[config.mk]
export PLATFORM = sky130hd
export DESIGN_NAME = alex_relay_sequencer
export DESIGN_NICKNAME = d
export VERILOG_FILES = /design/src/rtl/alex_relay_sequencer.sv
export SDC_FILE = /design/constraint.sdc
export NUM_CORES = 1
export LEC_CHECK = 0
export CAP_MARGIN = 20
export CORE_ASPECT_RATIO = 1.5
export CORE_MARGIN = 10
export CORE_UTILIZATION = 56
export DETAILED_ROUTE_END_ITERATION = 10
export GPL_TIMING_DRIVEN = 0
export MAX_ROUTING_LAYER = met4
export PLACE_DENSITY_LB_ADDON = 0.08
export RECOVER_POWER = 25
export SLEW_MARGIN = 5
export SYNTH_ARGS = -nofsm -noshare
export SYNTH_HDL_FRONTEND = slang
export SYNTH_SLANG_ARGS = --single-unit
[constraint.sdc]
create_clock -name clock -period 3.4 [get_ports clock]
set_input_delay 0.34 -clock clock [delete_from_list [all_inputs] [get_ports clock]]
set_output_delay 0.34 -clock clock [all_outputs]
set_load 0.05 [all_outputs]
[src/rtl/alex_relay_sequencer.sv]
// Alex relay word serialiser: sends the 24-bit relay frame over 3-wire SPI on change,
// on periodic refresh, or after reset, and grants tx_ready once a PTT frame has settled.
module alex_relay_sequencer #(
    parameter int SCK_DIV      = 4,
    parameter int RELAY_SETTLE = 2000,
    parameter int REFRESH      = 1 << 20
) (
    input  logic       clock,
    input  logic       reset,
    input  logic [5:0] hpf,
    input  logic [6:0] lpf,
    input  logic [1:0] ant,
    input  logic [1:0] atten,
    input  logic       ptt,
    output logic       spi_sck,
    output logic       spi_data,
    output logic       spi_load,
    output logic       busy,
    output logic       tx_ready
);

    typedef enum logic [2:0] {IDLE, LOAD, SHIFT, LATCH, SETTLE} state_t;

    localparam logic [31:0] DIV_LAST = 32'(SCK_DIV - 1);
    localparam logic [31:0] SET_LAST = 32'(RELAY_SETTLE - 1);
    localparam logic [31:0] REF_LAST = (REFRESH == 0) ? 32'd0 : 32'(REFRESH - 1);

    state_t      state;
    logic [23:0] live, shadow, shreg;
    logic        force_send, ref_hit;
    logic [31:0] ref_cnt, div_cnt, set_cnt;
    logic [4:0]  bit_cnt;

    assign live    = {6'b0, ptt, atten, ant, lpf, hpf};
    assign ref_hit = (REFRESH != 0) && (ref_cnt == REF_LAST);

    always_ff @(posedge clock) begin
        if (reset) begin
            state      <= IDLE;
            spi_sck    <= 1'b0;
            spi_data   <= 1'b0;
            spi_load   <= 1'b0;
            busy       <= 1'b0;
            tx_ready   <= 1'b0;
            force_send <= 1'b1;
            ref_cnt    <= '0;
            div_cnt    <= '0;
            set_cnt    <= '0;
            bit_cnt    <= '0;
            shadow     <= '0;
            shreg      <= '0;
        end else begin
            case (state)
                IDLE: begin
                    // tx_ready drops together with busy rising so the relays never move while keyed
                    if (live != shadow || force_send || ref_hit) begin
                        state    <= LOAD;
                        busy     <= 1'b1;
                        tx_ready <= 1'b0;
                    end else if (REFRESH != 0) begin
                        ref_cnt <= ref_cnt + 32'd1;
                    end
                end
                LOAD: begin
                    shreg      <= live;
                    shadow     <= live;
                    spi_data   <= live[23];
                    force_send <= 1'b0;
                    ref_cnt    <= '0;
                    div_cnt    <= '0;
                    bit_cnt    <= '0;
                    state      <= SHIFT;
                end
                SHIFT: begin
                    if (div_cnt == DIV_LAST) begin
                        div_cnt <= '0;
                        if (!spi_sck) begin
                            spi_sck <= 1'b1;
                        end else begin
                            spi_sck <= 1'b0;
                            if (bit_cnt == 5'd23) begin
                                state    <= LATCH;
                                spi_load <= 1'b1;
                            end else begin
                                bit_cnt  <= bit_cnt + 5'd1;
                                shreg    <= {shreg[22:0], 1'b0};
                                spi_data <= shreg[22];
                            end
                        end
                    end else begin
                        div_cnt <= div_cnt + 32'd1;
                    end
                end
                LATCH: begin
                    if (div_cnt == DIV_LAST) begin
                        div_cnt  <= '0;
                        spi_load <= 1'b0;
                        set_cnt  <= '0;
                        state    <= SETTLE;
                    end else begin
                        div_cnt <= div_cnt + 32'd1;
                    end
                end
                SETTLE: begin
                    if (set_cnt == SET_LAST) begin
                        state    <= IDLE;
                        busy     <= 1'b0;
                        tx_ready <= shadow[17] && ptt;
                    end else begin
                        set_cnt <= set_cnt + 32'd1;
                    end
                end
                default: state <= IDLE;
            endcase
            // Unkeying always wins, whatever the sequencer is doing
            if (!ptt) tx_ready <= 1'b0;
        end
    end

endmodule

==> results of run 1 <==
final timing paths:
kind	to	startpoint	cells past startpoint	slack [ns]
setup / recovery	ref_cnt[9]	lpf[3]	8	0.09
hold reg to reg	force_send	force_send	2	0.46
setup reg to reg	ref_cnt[9]	shadow[13]	7	0.30
hold / removal	force_send	force_send	2	0.46
cells in the final DEF (no fill, tap or decap), drive strengths merged, types with 4 or more instances in the layout:
master         instances
nand3                 30
a31oi                  5
or4                   10
or3                   33
xor2                  32
mux2i                 27
buf                    4
and4                  16
nor4b                  4
clkdlybuf4s50         17
inv                   21
nor4                  26
o31ai                  7
clkinv                 5
o2111ai                5
o21a                   4
clkbuf                63
a21oi                 90
nor3                  20
ha                     5
dfxtp                151
and3                  16
bufinv                 4
a311oi                26
and2                   5
a31o                   7
xnor2                 22
o21ai                 41
nand4                 26
dlygate4sd3            6
nor2                  89
nand2                 88
stage by stage:
step	utilization [%]	TNS (ns)	hold slack [ns]
final	65.1	0	0.462
after global routing	65.1	0	0.479
after CTS	64.9	0	0.462
after detailed placement	59.9	-2.36	0.452
after global placement	59.9	-2.05	0.440
after floorplan	-	0	0.423
Yosys cell counts (2+ instances only):
library cell | number | area (um2)
sky130_fd_sc_hd__nand2b_1 | 3 | 18.8
sky130_fd_sc_hd__xnor2_1 | 22 | 193
sky130_fd_sc_hd__buf_1 | 4 | 15.0
sky130_fd_sc_hd__ha_1 | 5 | 62.6
sky130_fd_sc_hd__nor4_1 | 22 | 138
sky130_fd_sc_hd__dfxtp_1 | 151 | 3020
sky130_fd_sc_hd__nor3_1 | 20 | 100
sky130_fd_sc_hd__a21oi_1 | 90 | 450
sky130_fd_sc_hd__o21bai_1 | 3 | 22.5
sky130_fd_sc_hd__nor2_1 | 89 | 334
sky130_fd_sc_hd__nand2_1 | 88 | 330
sky130_fd_sc_hd__or4_1 | 9 | 67.6
sky130_fd_sc_hd__or2_2 | 2 | 12.5
sky130_fd_sc_hd__a21o_1 | 2 | 15.0
sky130_fd_sc_hd__nand3_1 | 29 | 145
sky130_fd_sc_hd__xor2_1 | 32 | 280
sky130_fd_sc_hd__o21ai_0 | 41 | 205
sky130_fd_sc_hd__o2111ai_1 | 5 | 43.8
sky130_fd_sc_hd__inv_1 | 19 | 71.3
sky130_fd_sc_hd__or3_1 | 32 | 200
sky130_fd_sc_hd__and3_1 | 16 | 100
sky130_fd_sc_hd__nand4_1 | 26 | 163
sky130_fd_sc_hd__clkbuf_1 | 41 | 154
sky130_fd_sc_hd__and2_1 | 5 | 31.3
sky130_fd_sc_hd__mux2i_1 | 27 | 270
sky130_fd_sc_hd__nor4b_1 | 4 | 35.0
sky130_fd_sc_hd__buf_6 | 2 | 22.5
sky130_fd_sc_hd__a31oi_1 | 5 | 31.3
sky130_fd_sc_hd__nor4_2 | 2 | 25.0
sky130_fd_sc_hd__nor4_4 | 2 | 42.5
sky130_fd_sc_hd__o31ai_1 | 7 | 52.6
sky130_fd_sc_hd__and4_1 | 16 | 140
sky130_fd_sc_hd__and4b_1 | 2 | 20.0
sky130_fd_sc_hd__o21a_1 | 4 | 30.0
sky130_fd_sc_hd__a211oi_1 | 2 | 15.0
sky130_fd_sc_hd__a311oi_1 | 26 | 228
sky130_fd_sc_hd__a31o_2 | 7 | 61.3
repair_timing:
| item | in CTS | in global routing |
|---|---|---|
| endpoints found under the setup margin | 0 | 16 |
| gates resized for setup | 0 | 2 |
| buffers inserted | 0 | 0 |
cell families after synthesis:
group	synth area share [%]
buf+inv	3.67
mux	3.70
simple gates	27.0
fa+ha+maj	0.857
compound gates	16.8
xor+xnor	6.48
flops	41.4
cell type report:
cell class / instances / area, um2
sequential: 151 / 3020
inverter: 19 / 71.3
clock inverter: 14 / 199
timing repair buffer: 24 / 235
buffer: 48 / 196
fill: 1129 / 4500
tap: 159 / 199
clock buffer: 18 / 439
multi-input combinational: 660 / 4020
layer usage:
metal / vias to the layer above / track usage, %
met5: - / -
met4: 0 / 9.09
met3: 30 / 4.57
met2: 164 / 36.0
met1: 3223 / 23.0
li1: 3306 / -
state kept, by name (all words and copies together), names as in the netlist:
signal and flops:
bit_cnt 5, busy 1, div_cnt 32, force_send 1
ref_cnt 32, set_cnt 32, shadow 18, shreg 23
spi_data 1, spi_load 1, spi_sck 1, state 3
tx_ready 1
power by group through the flow:
stage	clock network [mW]	registers, mW	logic, mW
6_report	2.02	1.87	0.431
5_1_grt	2.11	1.88	0.479
4_1_cts	2.04	1.87	0.429
3_5_place_dp	0	1.91	0.427
3_3_place_gp	0	1.91	0.416
2_1_floorplan	0	1.90	0.294
critical path: stages:
cell                            delay [ns]
sky130_fd_sc_hd__dlygate4sd3_1        0.62
sky130_fd_sc_hd__xor2_1               0.17
sky130_fd_sc_hd__nor4_1               0.66
sky130_fd_sc_hd__nand2_1              0.45
sky130_fd_sc_hd__or4_4                0.61
sky130_fd_sc_hd__buf_6                0.16
sky130_fd_sc_hd__or4_1                0.46
sky130_fd_sc_hd__a21oi_1              0.17
==> report_table.html, run 1 <==
<table>
<tr><th>Metric</th><th>Value</th></tr>
<tr><th colspan="2">Outcome</th></tr>
<tr><td>Result of the run</td><td>finished, final reports clean</td></tr>
<tr><th colspan="2">Drt</th></tr>
<tr><td>Detailed Routing Iterations Pass 1</td><td>5</td></tr>
<tr><td>Total routed wirelength</td><td>18700 um</td></tr>
<tr><td>Final ANT Viol Nets</td><td>0</td></tr>
<tr><td>Met3 wire len</td><td>742 um</td></tr>
<tr><td>Highest metal used</td><td>met4</td></tr>
<tr><td>Vias</td><td>6723</td></tr>
<tr><td>Via count normalized by instance count</td><td>just over 6</td></tr>
<tr><td>Count of routing violations after the opening detailed-route iteration</td><td>454</td></tr>
<tr><td>Routed wire per std cell</td><td>17.1 um</td></tr>
<tr><td>Met1 WL</td><td>7710 um</td></tr>
<tr><td>Final routed DRC violation total</td><td>0</td></tr>
<tr><td>Met2 Routed Length</td><td>around 10000 um</td></tr>
<tr><th colspan="2">Clocking</th></tr>
<tr><td>Hold_buf cts</td><td>0</td></tr>
<tr><td>Clock-pin slew on the worst setup and hold paths</td><td>0.07 ns</td></tr>
<tr><td>Number of sinks handled by clock tree synthesis</td><td>~150</td></tr>
<tr><td>Maximum clock insertion buffer count</td><td>2</td></tr>
<tr><td>Clock tree from TritonCTS</td><td>done</td></tr>
<tr><td>Inserted Clock Buffers</td><td>17</td></tr>
<tr><td>Clock insertion delay at the later pin of the skew report</td><td>0.42 ns</td></tr>
<tr><td>Clock tree root driver cell</td><td>sky130_fd_sc_hd__clkbuf_16</td></tr>
<tr><td>H-tree depth reported by CTS</td><td>4</td></tr>
<tr><th colspan="2">Synth</th></tr>
<tr><td>Post-synth EDFFs</td><td>0</td></tr>
<tr><td>Part of the Yosys area used for sequential elements</td><td>41.4%</td></tr>
<tr><td>Synthesis-stage register bit count</td><td>151</td></tr>
<tr><td>Area of the mapped netlist</td><td>7300 um2</td></tr>
<tr><td>Yosys warnings</td><td>0</td></tr>
<tr><td>Yosys cell types</td><td>53</td></tr>
<tr><td>Gate count after technology mapping</td><td>878</td></tr>
<tr><td>Prevailing post-synth register cell</td><td>sky130_fd_sc_hd__dfxtp_1</td></tr>
<tr><td>Post-synthesis net count</td><td>903</td></tr>
<tr><td>Mean area per synthesized cell</td><td>8.31 um2</td></tr>
<tr><td>Proportion of register bits with asynchronous set or reset after synthesis</td><td>0%</td></tr>
<tr><th colspan="2">Die</th></tr>
<tr><td>Initial core utilization</td><td>56.6%</td></tr>
<tr><td>Die Wd</td><td>113 um</td></tr>
<tr><td>Die Area</td><td>between 15000 and 20000 um2</td></tr>
<tr><td>Core Box Area</td><td>12900 um2</td></tr>
<tr><td>Total I/O pin count</td><td>25</td></tr>
<tr><td>Die Ht</td><td>160 um</td></tr>
<tr><td>Number of standard-cell rows in the floorplan</td><td>between 50 and 60</td></tr>
<tr><th colspan="2">Power</th></tr>
<tr><td>Internal Pwr Total</td><td>3.24 mW</td></tr>
<tr><td>PwrDens</td><td>515 nW/um2</td></tr>
<tr><td>Clk pwr share</td><td>46.7%</td></tr>
<tr><td>Switching power</td><td>roughly 1.1 mW</td></tr>
<tr><td>Portion of total power attributed to combinational logic</td><td>10.0%</td></tr>
<tr><td>Leakage power summed over all cells</td><td>roughly 2.8 nW</td></tr>
<tr><td>Portion of total power attributed to sequential cells</td><td>43.3%</td></tr>
<tr><td>IR drop worst, VDD</td><td>approximately 280 uV</td></tr>
<tr><td>Switching portion of total power</td><td>25.0%</td></tr>
<tr><td>Final Total Pwr</td><td>approximately 4.3 mW</td></tr>
<tr><th colspan="2">Placed design</th></tr>
<tr><td>Standard cell area after detailed placement</td><td>7720 um2</td></tr>
<tr><td>Half-perimeter wire length after detailed placement</td><td>13300 um</td></tr>
<tr><td>Placed cell count</td><td>1060</td></tr>
<tr><td>Port buffer count</td><td>23</td></tr>
<tr><td>Placer Congestion</td><td>0.939</td></tr>
<tr><td>Post-placement setup slack</td><td>-0.329 ns</td></tr>
<tr><th colspan="2">Final layout</th></tr>
<tr><td>Nets@finish</td><td>~950</td></tr>
<tr><td>Diodes inserted</td><td>0</td></tr>
<tr><td>Final standard cell count with taps included and fillers excluded</td><td>1093</td></tr>
<tr><td>Final std cell area, no fill</td><td>8390 um2</td></tr>
<tr><td>Area growth from synthesis to layout</td><td>14.9%</td></tr>
<tr><td>Fraction of final layout cells sized beyond drive strength 1</td><td>5.67%</td></tr>
<tr><th colspan="2">Setup path</th></tr>
<tr><td>Critical-path maximum fanout</td><td>10</td></tr>
<tr><td>Crit path required time</td><td>3.74 ns</td></tr>
<tr><td>Critical Setup Path Class</td><td>input pin to flip-flop</td></tr>
<tr><td>Arrival time worst endpoint</td><td>3.65 ns</td></tr>
<tr><td>Type of element capturing the critical path</td><td>flip-flop</td></tr>
<tr><td>Category of the worst setup path launch point</td><td>input pin</td></tr>
<tr><th colspan="2">Job</th></tr>
<tr><td>Maximum Capacitance Violations</td><td>0</td></tr>
<tr><th colspan="2">STA</th></tr>
<tr><td>Max-slew violation count</td><td>0</td></tr>
<tr><td>Setup WS post-layout</td><td>just under 0.09 ns</td></tr>
<tr><td>Max_slew headroom</td><td>29.9%</td></tr>
<tr><td>Minimum period implied by the final worst setup slack</td><td>3.31 ns</td></tr>
<tr><td>Maximum clock rate</td><td>302 MHz</td></tr>
<tr><td>Hold Fails Final Rpt</td><td>0</td></tr>
<tr><td>Number of failing setup endpoints in the final timing report</td><td>0</td></tr>
<tr><td>Unrepaired setup endpoints after global routing</td><td>no</td></tr>
<tr><td>Worst-case clock skew</td><td>0.0119 ns</td></tr>
<tr><td>Final Cycle Share</td><td>about 100%</td></tr>
<tr><td>Least-Margin Pin Slew</td><td>1.04 ns</td></tr>
<tr><th colspan="2">Hold path</th></tr>
<tr><td>Worst Hold Class</td><td>flip-flop to flip-flop</td></tr>
<tr><th colspan="2">Global route</th></tr>
<tr><td>Pin count of the biggest net entering global routing</td><td>17</td></tr>
<tr><td>Number of antenna violations at the first check in global routing</td><td>0</td></tr>
<tr><td>Global-route congestion overflow total</td><td>0</td></tr>
<tr><td>Via count of the first global-routing pass</td><td>roughly 6.6k</td></tr>
<tr><td>Global-route usage over all layers</td><td>21.1%</td></tr>
<tr><td>First-pass GRT wire length</td><td>31400 um</td></tr>
</table>
Power figures use the tool's default switching activity.
==> run 2, diff against run 1 <==
--- a/config.mk
+++ b/config.mk
@@ -9,11 +9,13 @@
 export CORE_ASPECT_RATIO = 1.5
 export CORE_MARGIN = 10
 export CORE_UTILIZATION = 56
+export CTS_BUF_LIST = sky130_fd_sc_hd__clkbuf_8
 export DETAILED_ROUTE_END_ITERATION = 10
 export GPL_TIMING_DRIVEN = 0
 export MAX_ROUTING_LAYER = met4
 export PLACE_DENSITY_LB_ADDON = 0.08
-export RECOVER_POWER = 25
+export RECOVER_POWER = 50
+export SETUP_SLACK_MARGIN = 0.15
 export SLEW_MARGIN = 5
 export SYNTH_ARGS = -nofsm -noshare
 export SYNTH_HDL_FRONTEND = slang
==> report_table.html, run 2 (synthesis gave the netlist of run 1 again) <==
<table>
<tr><th>Metric</th><th>Value</th></tr>
<tr><th colspan="2">Final layout</th></tr>
<tr><td>Post-Route Utilization</td><td>63.5%</td></tr>
<tr><td>Area growth from synthesis to layout</td><td>12.1%</td></tr>
<tr><td>Most frequent cells in the layout</td><td>151 x sky130_fd_sc_hd__dfxtp_1, 90 x sky130_fd_sc_hd__a21oi_1, 89 x sky130_fd_sc_hd__nor2_1</td></tr>
<tr><td>Diodes inserted</td><td>0</td></tr>
<tr><td>Fraction of final layout cells sized beyond drive strength 1</td><td>5.45%</td></tr>
<tr><td>Final standard cell count with taps included and fillers excluded</td><td>1094</td></tr>
<tr><td>Largest registers</td><td>div_cnt: 32 flops, ref_cnt: 32 flops, set_cnt: 32 flops</td></tr>
<tr><td>Number of filler instances in the final layout</td><td>1158</td></tr>
<tr><td>Most common library cell in the layout ignoring fill and taps</td><td>sky130_fd_sc_hd__dfxtp_1</td></tr>
<tr><td>Final std cell area, no fill</td><td>8180 um2</td></tr>
<tr><td>Nets@finish</td><td>947</td></tr>
<tr><th colspan="2">STA</th></tr>
<tr><td>Max-slew violation count</td><td>0</td></tr>
<tr><td>Worst hold slack after final layout</td><td>0.463 ns</td></tr>
<tr><td>Setup WS post-layout</td><td>0.217 ns</td></tr>
<tr><td>Max_slew headroom</td><td>33.1%</td></tr>
<tr><td>Unrepaired setup endpoints after global routing</td><td>yes</td></tr>
<tr><td>Worst-case clock skew</td><td>0.0157 ns</td></tr>
<tr><td>Number of failing setup endpoints in the final timing report</td><td>0</td></tr>
<tr><td>Least-Margin Pin Slew</td><td>0.995 ns</td></tr>
<tr><td>Final-layout setup total negative slack</td><td>0 ns</td></tr>
<tr><td>Maximum clock rate</td><td>around 310 MHz</td></tr>
<tr><td>Final Cycle Share</td><td>a little over nine tenths</td></tr>
<tr><td>Minimum period implied by the final worst setup slack</td><td>3.18 ns</td></tr>
<tr><td>Hold Fails Final Rpt</td><td>0</td></tr>
<tr><th colspan="2">Setup path</th></tr>
<tr><td>Arrival time worst endpoint</td><td>3.56 ns</td></tr>
<tr><td>Crit path required time</td><td>3.78 ns</td></tr>
<tr><td>Type of element capturing the critical path</td><td>flip-flop</td></tr>
<tr><td>Critical-path maximum fanout</td><td>10</td></tr>
<tr><td>Category of the worst setup path launch point</td><td>flip-flop</td></tr>
<tr><td>Critical Setup Path Class</td><td>flip-flop to flip-flop</td></tr>
<tr><th colspan="2">Global route</th></tr>
<tr><td>Pin count of the biggest net entering global routing</td><td>17</td></tr>
<tr><td>Number of antenna violations at the first check in global routing</td><td>0</td></tr>
<tr><td>Global-route congestion overflow total</td><td>0</td></tr>
<tr><td>Global-route usage over all layers</td><td>21.1%</td></tr>
<tr><td>First-pass GRT wire length</td><td>approximately 31000 um</td></tr>
<tr><td>Via count of the first global-routing pass</td><td>roughly 6.6k</td></tr>
<tr><th colspan="2">Clocking</th></tr>
<tr><td>Clock insertion delay at the later pin of the skew report</td><td>0.45 ns</td></tr>
<tr><td>H-tree depth reported by CTS</td><td>4</td></tr>
<tr><td>Maximum clock insertion buffer count</td><td>2</td></tr>
<tr><td>Number of sinks handled by clock tree synthesis</td><td>~150</td></tr>
<tr><td>Inserted Clock Buffers</td><td>17</td></tr>
<tr><td>Clock tree from TritonCTS</td><td>done</td></tr>
<tr><td>Clock tree root driver cell</td><td>sky130_fd_sc_hd__clkbuf_8</td></tr>
<tr><td>Hold_buf cts</td><td>0</td></tr>
<tr><td>Clock-pin slew on the worst setup and hold paths</td><td>around 0.090 ns</td></tr>
<tr><th colspan="2">Die</th></tr>
<tr><td>Initial core utilization</td><td>between 50% and 60%</td></tr>
<tr><td>Number of standard-cell rows in the floorplan</td><td>51</td></tr>
<tr><td>Die Ht</td><td>160 um</td></tr>
<tr><td>Total I/O pin count</td><td>25</td></tr>
<tr><td>Die Area</td><td>between 15000 and 20000 um2</td></tr>
<tr><td>Core Box Area</td><td>12900 um2</td></tr>
<tr><td>Die Wd</td><td>113 um</td></tr>
<tr><th colspan="2">Power</th></tr>
<tr><td>Final Total Pwr</td><td>~3.8 mW</td></tr>
<tr><td>Leakage power summed over all cells</td><td>2.70 nW</td></tr>
<tr><td>IR drop worst, VDD</td><td>between 200 and 250 uV</td></tr>
<tr><td>PwrDens</td><td>469 nW/um2</td></tr>
<tr><th colspan="2">Drt</th></tr>
<tr><td>Routed wire per std cell</td><td>17.1 um</td></tr>
<tr><td>Detailed Routing Iterations Pass 1</td><td>5</td></tr>
<tr><td>Via count normalized by instance count</td><td>6.14</td></tr>
<tr><td>Final ANT Viol Nets</td><td>0</td></tr>
<tr><td>Vias</td><td>roughly 6.7k</td></tr>
<tr><td>Total routed wirelength</td><td>18700 um</td></tr>
<tr><td>Count of routing violations after the opening detailed-route iteration</td><td>436</td></tr>
<tr><td>Final routed DRC violation total</td><td>0</td></tr>
<tr><th colspan="2">Job</th></tr>
<tr><td>Maximum Capacitance Violations</td><td>0</td></tr>
<tr><th colspan="2">Placed design</th></tr>
<tr><td>Port buffer count</td><td>23</td></tr>
<tr><td>Post-placement setup slack</td><td>-0.329 ns</td></tr>
<tr><td>Standard cell area after detailed placement</td><td>7720 um2</td></tr>
<tr><td>Placer Congestion</td><td>0.939</td></tr>
<tr><td>Half-perimeter wire length after detailed placement</td><td>13300 um</td></tr>
<tr><td>Placed cell count</td><td>about 1.1k</td></tr>
<tr><th colspan="2">Hold path</th></tr>
<tr><td>Worst Hold Class</td><td>input pin to flip-flop</td></tr>
<tr><th colspan="2">Outcome</th></tr>
<tr><td>Result of the run</td><td>finished, final reports clean</td></tr>
</table>
-- run 2: critical path: stages (launching register included) --
cell	delay, ns
sky130_fd_sc_hd__dfxtp_1	0.31
sky130_fd_sc_hd__buf_6	0.13
sky130_fd_sc_hd__or3_1	0.44
sky130_fd_sc_hd__nor4_4	0.31
sky130_fd_sc_hd__nand3_1	0.43
sky130_fd_sc_hd__or4_1	0.68
sky130_fd_sc_hd__buf_6	0.17
sky130_fd_sc_hd__or4_1	0.47
sky130_fd_sc_hd__a21oi_1	0.16
-- run 2: what timing repair did --
action	CTS	global route
pin swaps	0	1
setup endpoints to repair	22	28
endpoints found under the hold margin	0	0
gates resized for setup	3	1
buffers inserted	0	1
-- run 2: routing by layer --
metal  vias to the layer above  GRT usage, %  routed length (um)
met1                      3219          22.8                7700
met2                       155          35.8                9620
met3                        37          5.14                 826
met4                         0          8.80                 517
met5                         -             -                   0
li1                       3309             -                   -
-- run 2: cell type report --
cell class                      instances  area (um2)  area share, %
Timing Repair Buffer                   25         239           2.92
Inverter                               19        71.3          0.872
Multi-Input combinational cell        660        4010           49.0
Clock inverter                         14         199           2.43
Clock buffer                           18         248           3.03
Tap cell                              159         199           2.43
Sequential cell                       151        3020           36.9
Buffer                                 48         196           2.40
-- run 2: final timing paths --
kind	cells after the start	endpoint	startpoint	slack, ns
max	8	ref_cnt[9]	state[0]	0.22
min	3	force_send	reset	0.46
max reg2reg	8	ref_cnt[9]	state[0]	0.22
min reg2reg	2	force_send	force_send	0.46
-- run 2: where the power goes --
group	switching, mW	internal, mW
sequential	0.0403	1.83
combinational	0.280	0.152
clock	0.710	0.826
total	1.03	2.81
==> run 3, diff against run 2 <==
--- a/config.mk
+++ b/config.mk
@@ -5,11 +5,10 @@
 export SDC_FILE = /design/constraint.sdc
 export NUM_CORES = 1
 export LEC_CHECK = 0
-export CAP_MARGIN = 20
+export CAP_MARGIN = 40
 export CORE_ASPECT_RATIO = 1.5
 export CORE_MARGIN = 10
 export CORE_UTILIZATION = 56
-export CTS_BUF_LIST = sky130_fd_sc_hd__clkbuf_8
 export DETAILED_ROUTE_END_ITERATION = 10
 export GPL_TIMING_DRIVEN = 0
 export MAX_ROUTING_LAYER = met4
==> report_table.html, run 3 (synthesis gave the netlist of run 1 again) <==
<table>
<tr><th>Metric</th><th>Value</th></tr>
<tr><th colspan="2">Outcome</th></tr>
<tr><td>Result of the run</td><td>finished, final reports clean</td></tr>
<tr><th colspan="2">Global route</th></tr>
<tr><td>Via count of the first global-routing pass</td><td>6656</td></tr>
<tr><td>Global-route congestion overflow total</td><td>0</td></tr>
<tr><td>Number of antenna violations at the first check in global routing</td><td>0</td></tr>
<tr><td>Pin count of the biggest net entering global routing</td><td>17</td></tr>
<tr><td>First-pass GRT wire length</td><td>31600 um</td></tr>
<tr><td>Global-route usage over all layers</td><td>21.2%</td></tr>
<tr><th colspan="2">Final layout</th></tr>
<tr><td>Nets@finish</td><td>951</td></tr>
<tr><td>Register area</td><td>3020 um2</td></tr>
<tr><td>Most common library cell in the layout ignoring fill and taps</td><td>sky130_fd_sc_hd__dfxtp_1</td></tr>
<tr><td>Diodes inserted</td><td>0</td></tr>
<tr><td>Fraction of final layout cells sized beyond drive strength 1</td><td>5.64%</td></tr>
<tr><td>Final standard cell count with taps included and fillers excluded</td><td>1098</td></tr>
<tr><td>Number of filler instances in the final layout</td><td>around 1.2k</td></tr>
<tr><td>Largest registers</td><td>div_cnt: 32 flops, ref_cnt: 32 flops, set_cnt: 32 flops</td></tr>
<tr><td>Most frequent cells in the layout</td><td>151 x sky130_fd_sc_hd__dfxtp_1, 90 x sky130_fd_sc_hd__a21oi_1, 89 x sky130_fd_sc_hd__nor2_1</td></tr>
<tr><td>Area growth from synthesis to layout</td><td>14.2%</td></tr>
<tr><td>Multi-input logic area</td><td>between 3000 and 4000 um2</td></tr>
<tr><th colspan="2">Power</th></tr>
<tr><td>IR drop worst, VDD</td><td>383 uV</td></tr>
<tr><td>Portion of total power attributed to sequential cells</td><td>44.9%</td></tr>
<tr><td>PwrDens</td><td>501 nW/um2</td></tr>
<tr><td>Clk pwr share</td><td>44.8%</td></tr>
<tr><td>Final Total Pwr</td><td>4.18 mW</td></tr>
<tr><td>Leakage power summed over all cells</td><td>2.79 nW</td></tr>
<tr><td>Switching portion of total power</td><td>25.8%</td></tr>
<tr><td>Portion of total power attributed to combinational logic</td><td>10.4%</td></tr>
<tr><td>Internal Pwr Total</td><td>3.10 mW</td></tr>
<tr><td>Switching power</td><td>roughly 1.1 mW</td></tr>
<tr><th colspan="2">Setup path</th></tr>
<tr><td>Cells along the critical path</td><td>or3_1 &gt; nor4_4 &gt; nand3_1 &gt; or4_4 &gt; buf_6 &gt; or4_1 &gt; a21oi_1</td></tr>
<tr><td>Critical Setup Path Class</td><td>flip-flop to flip-flop</td></tr>
<tr><td>CP max stage delay</td><td>0.65 ns</td></tr>
<tr><td>Top Family by Delay on Critical Path</td><td>simple AND/OR/NAND/NOR gates</td></tr>
<tr><td>Cells on worst reg2reg path</td><td>7</td></tr>
<tr><td>Type of element capturing the critical path</td><td>flip-flop</td></tr>
<tr><td>Total buffers and inverters traversed by the critical path</td><td>1</td></tr>
<tr><td>Critical-path maximum fanout</td><td>10</td></tr>
<tr><td>Crit path required time</td><td>about 3.8 ns</td></tr>
<tr><td>Slowest cell on the critical path</td><td>sky130_fd_sc_hd__or4_4</td></tr>
<tr><td>Logic depth of the worst setup path including buffers</td><td>7</td></tr>
<tr><td>Category of the worst setup path launch point</td><td>flip-flop</td></tr>
<tr><td>Arrival time worst endpoint</td><td>3.44 ns</td></tr>
<tr><th colspan="2">STA</th></tr>
<tr><td>Worst-case clock skew</td><td>0.0112 ns</td></tr>
<tr><td>Max-slew violation count</td><td>0</td></tr>
<tr><td>Least-Margin Pin Slew</td><td>0.783 ns</td></tr>
<tr><td>Hold Fails Final Rpt</td><td>0</td></tr>
<tr><td>Setup WS post-layout</td><td>~0.31 ns</td></tr>
<tr><td>Maximum clock rate</td><td>~320 MHz</td></tr>
<tr><td>Max_slew headroom</td><td>47.4%</td></tr>
<tr><td>Minimum period implied by the final worst setup slack</td><td>between 3 and 4 ns</td></tr>
<tr><td>Number of failing setup endpoints in the final timing report</td><td>0</td></tr>
<tr><td>Final Cycle Share</td><td>91.0%</td></tr>
<tr><td>Unrepaired setup endpoints after global routing</td><td>yes</td></tr>
<tr><th colspan="2">Clocking</th></tr>
<tr><td>Clock insertion delay at the later pin of the skew report</td><td>0.42 ns</td></tr>
<tr><td>H-tree depth reported by CTS</td><td>4</td></tr>
<tr><td>Clock-pin slew on the worst setup and hold paths</td><td>0.06 ns</td></tr>
<tr><td>Maximum clock insertion buffer count</td><td>2</td></tr>
<tr><td>Clock tree from TritonCTS</td><td>done</td></tr>
<tr><td>Number of sinks handled by clock tree synthesis</td><td>around 150</td></tr>
<tr><td>Inserted Clock Buffers</td><td>17</td></tr>
<tr><td>Clock tree root driver cell</td><td>sky130_fd_sc_hd__clkbuf_16</td></tr>
<tr><th colspan="2">Drt</th></tr>
<tr><td>Detailed Routing Iterations Pass 1</td><td>6</td></tr>
<tr><td>Final ANT Viol Nets</td><td>0</td></tr>
<tr><td>Count of routing violations after the opening detailed-route iteration</td><td>~500</td></tr>
<tr><td>Final routed DRC violation total</td><td>0</td></tr>
<tr><td>Total routed wirelength</td><td>18800 um</td></tr>
<tr><td>Routed wire per std cell</td><td>~17 um</td></tr>
<tr><td>Vias</td><td>6810</td></tr>
<tr><td>Via count normalized by instance count</td><td>6.20</td></tr>
<tr><th colspan="2">Job</th></tr>
<tr><td>Maximum Capacitance Violations</td><td>0</td></tr>
<tr><th colspan="2">Hold path</th></tr>
<tr><td>Cells on Worst Hold Path</td><td>2</td></tr>
<tr><td>Worst Hold Class</td><td>flip-flop to flip-flop</td></tr>
<tr><th colspan="2">Die</th></tr>
<tr><td>Total I/O pin count</td><td>25</td></tr>
<tr><td>Number of standard-cell rows in the floorplan</td><td>51</td></tr>
<tr><td>Die Area</td><td>18100 um2</td></tr>
<tr><td>Initial core utilization</td><td>56.6%</td></tr>
<tr><td>Die Ht</td><td>160 um</td></tr>
<tr><td>Die Wd</td><td>113 um</td></tr>
<tr><td>Core Box Area</td><td>12900 um2</td></tr>
<tr><th colspan="2">Placed design</th></tr>
<tr><td>Half-perimeter wire length after detailed placement</td><td>approximately 13000 um</td></tr>
<tr><td>Placer Congestion</td><td>between 0.9 and 1</td></tr>
<tr><td>Placed cell count</td><td>1064</td></tr>
<tr><td>Port buffer count</td><td>23</td></tr>
<tr><td>Post-placement setup slack</td><td>-0.0897 ns</td></tr>
</table>
run 3: per-layer routing:
layer	vias to the layer above	track usage [%]	wire length, um
met2	179	36.8	9830
met5	-	-	0
li1	3316	-	-
met1	3277	23.2	7770
met3	38	3.94	763
met4	0	8.51	458
run 3: through the flow:
step | hold slack [ns] | utilization (%) | instance area [um2] | setup TNS [ns]
floorplan | 0.423 | - | 7300 | 0
global route | 0.479 | 64.6 | 8330 | 0
global placement | 0.440 | 59.9 | 7720 | -2.05
finish | 0.449 | 64.6 | 8330 | 0
detailed placement | 0.441 | 60.2 | 7750 | -0.174
CTS | 0.451 | 64.7 | 8340 | 0
run 3: what timing repair did:
action | 4_1_cts | 5_1_grt
hold buffers | 0 | 0
buffers inserted | 0 | 2
resized for setup | 0 | 2
endpoints found under the setup margin | 0 | 35
run 3: area by class of cell:
type	instances	share of cell area [%]
Tap cell	159	2.39
Sequential cell	151	36.3
Timing Repair Buffer	29	3.26
Clock inverter	12	1.50
Multi-Input combinational cell	660	47.9
Inverter	19	0.856
Clock buffer	20	5.48
Buffer	48	2.36
run 3: power groups by stage:
stage          Combinational (mW)  Clock, mW  Sequential [mW]
6_report                    0.432       1.87             1.87
5_1_grt                     0.477       1.96             1.88
4_1_cts                     0.433       1.89             1.87
3_5_place_dp                0.430          0             1.91
3_3_place_gp                0.416          0             1.91
2_1_floorplan               0.294          0             1.90
run 3: path summary, 6_finish.rpt:
check | from | endpoint | slack (ns)
min reg2reg | force_send | force_send | 0.45
max | state[2] | ref_cnt[9] | 0.31
min | force_send | force_send | 0.45
max reg2reg | state[2] | ref_cnt[9] | 0.31
run 3: worst reg2reg max path: stages (launching register included):
cell and delay [ns]:
sky130_fd_sc_hd__dfxtp_1 0.39, sky130_fd_sc_hd__or3_1 0.49, sky130_fd_sc_hd__nor4_4 0.31, sky130_fd_sc_hd__nand3_1 0.40, sky130_fd_sc_hd__or4_4 0.66, sky130_fd_sc_hd__buf_6 0.16, sky130_fd_sc_hd__or4_1 0.47, sky130_fd_sc_hd__a21oi_1 0.16
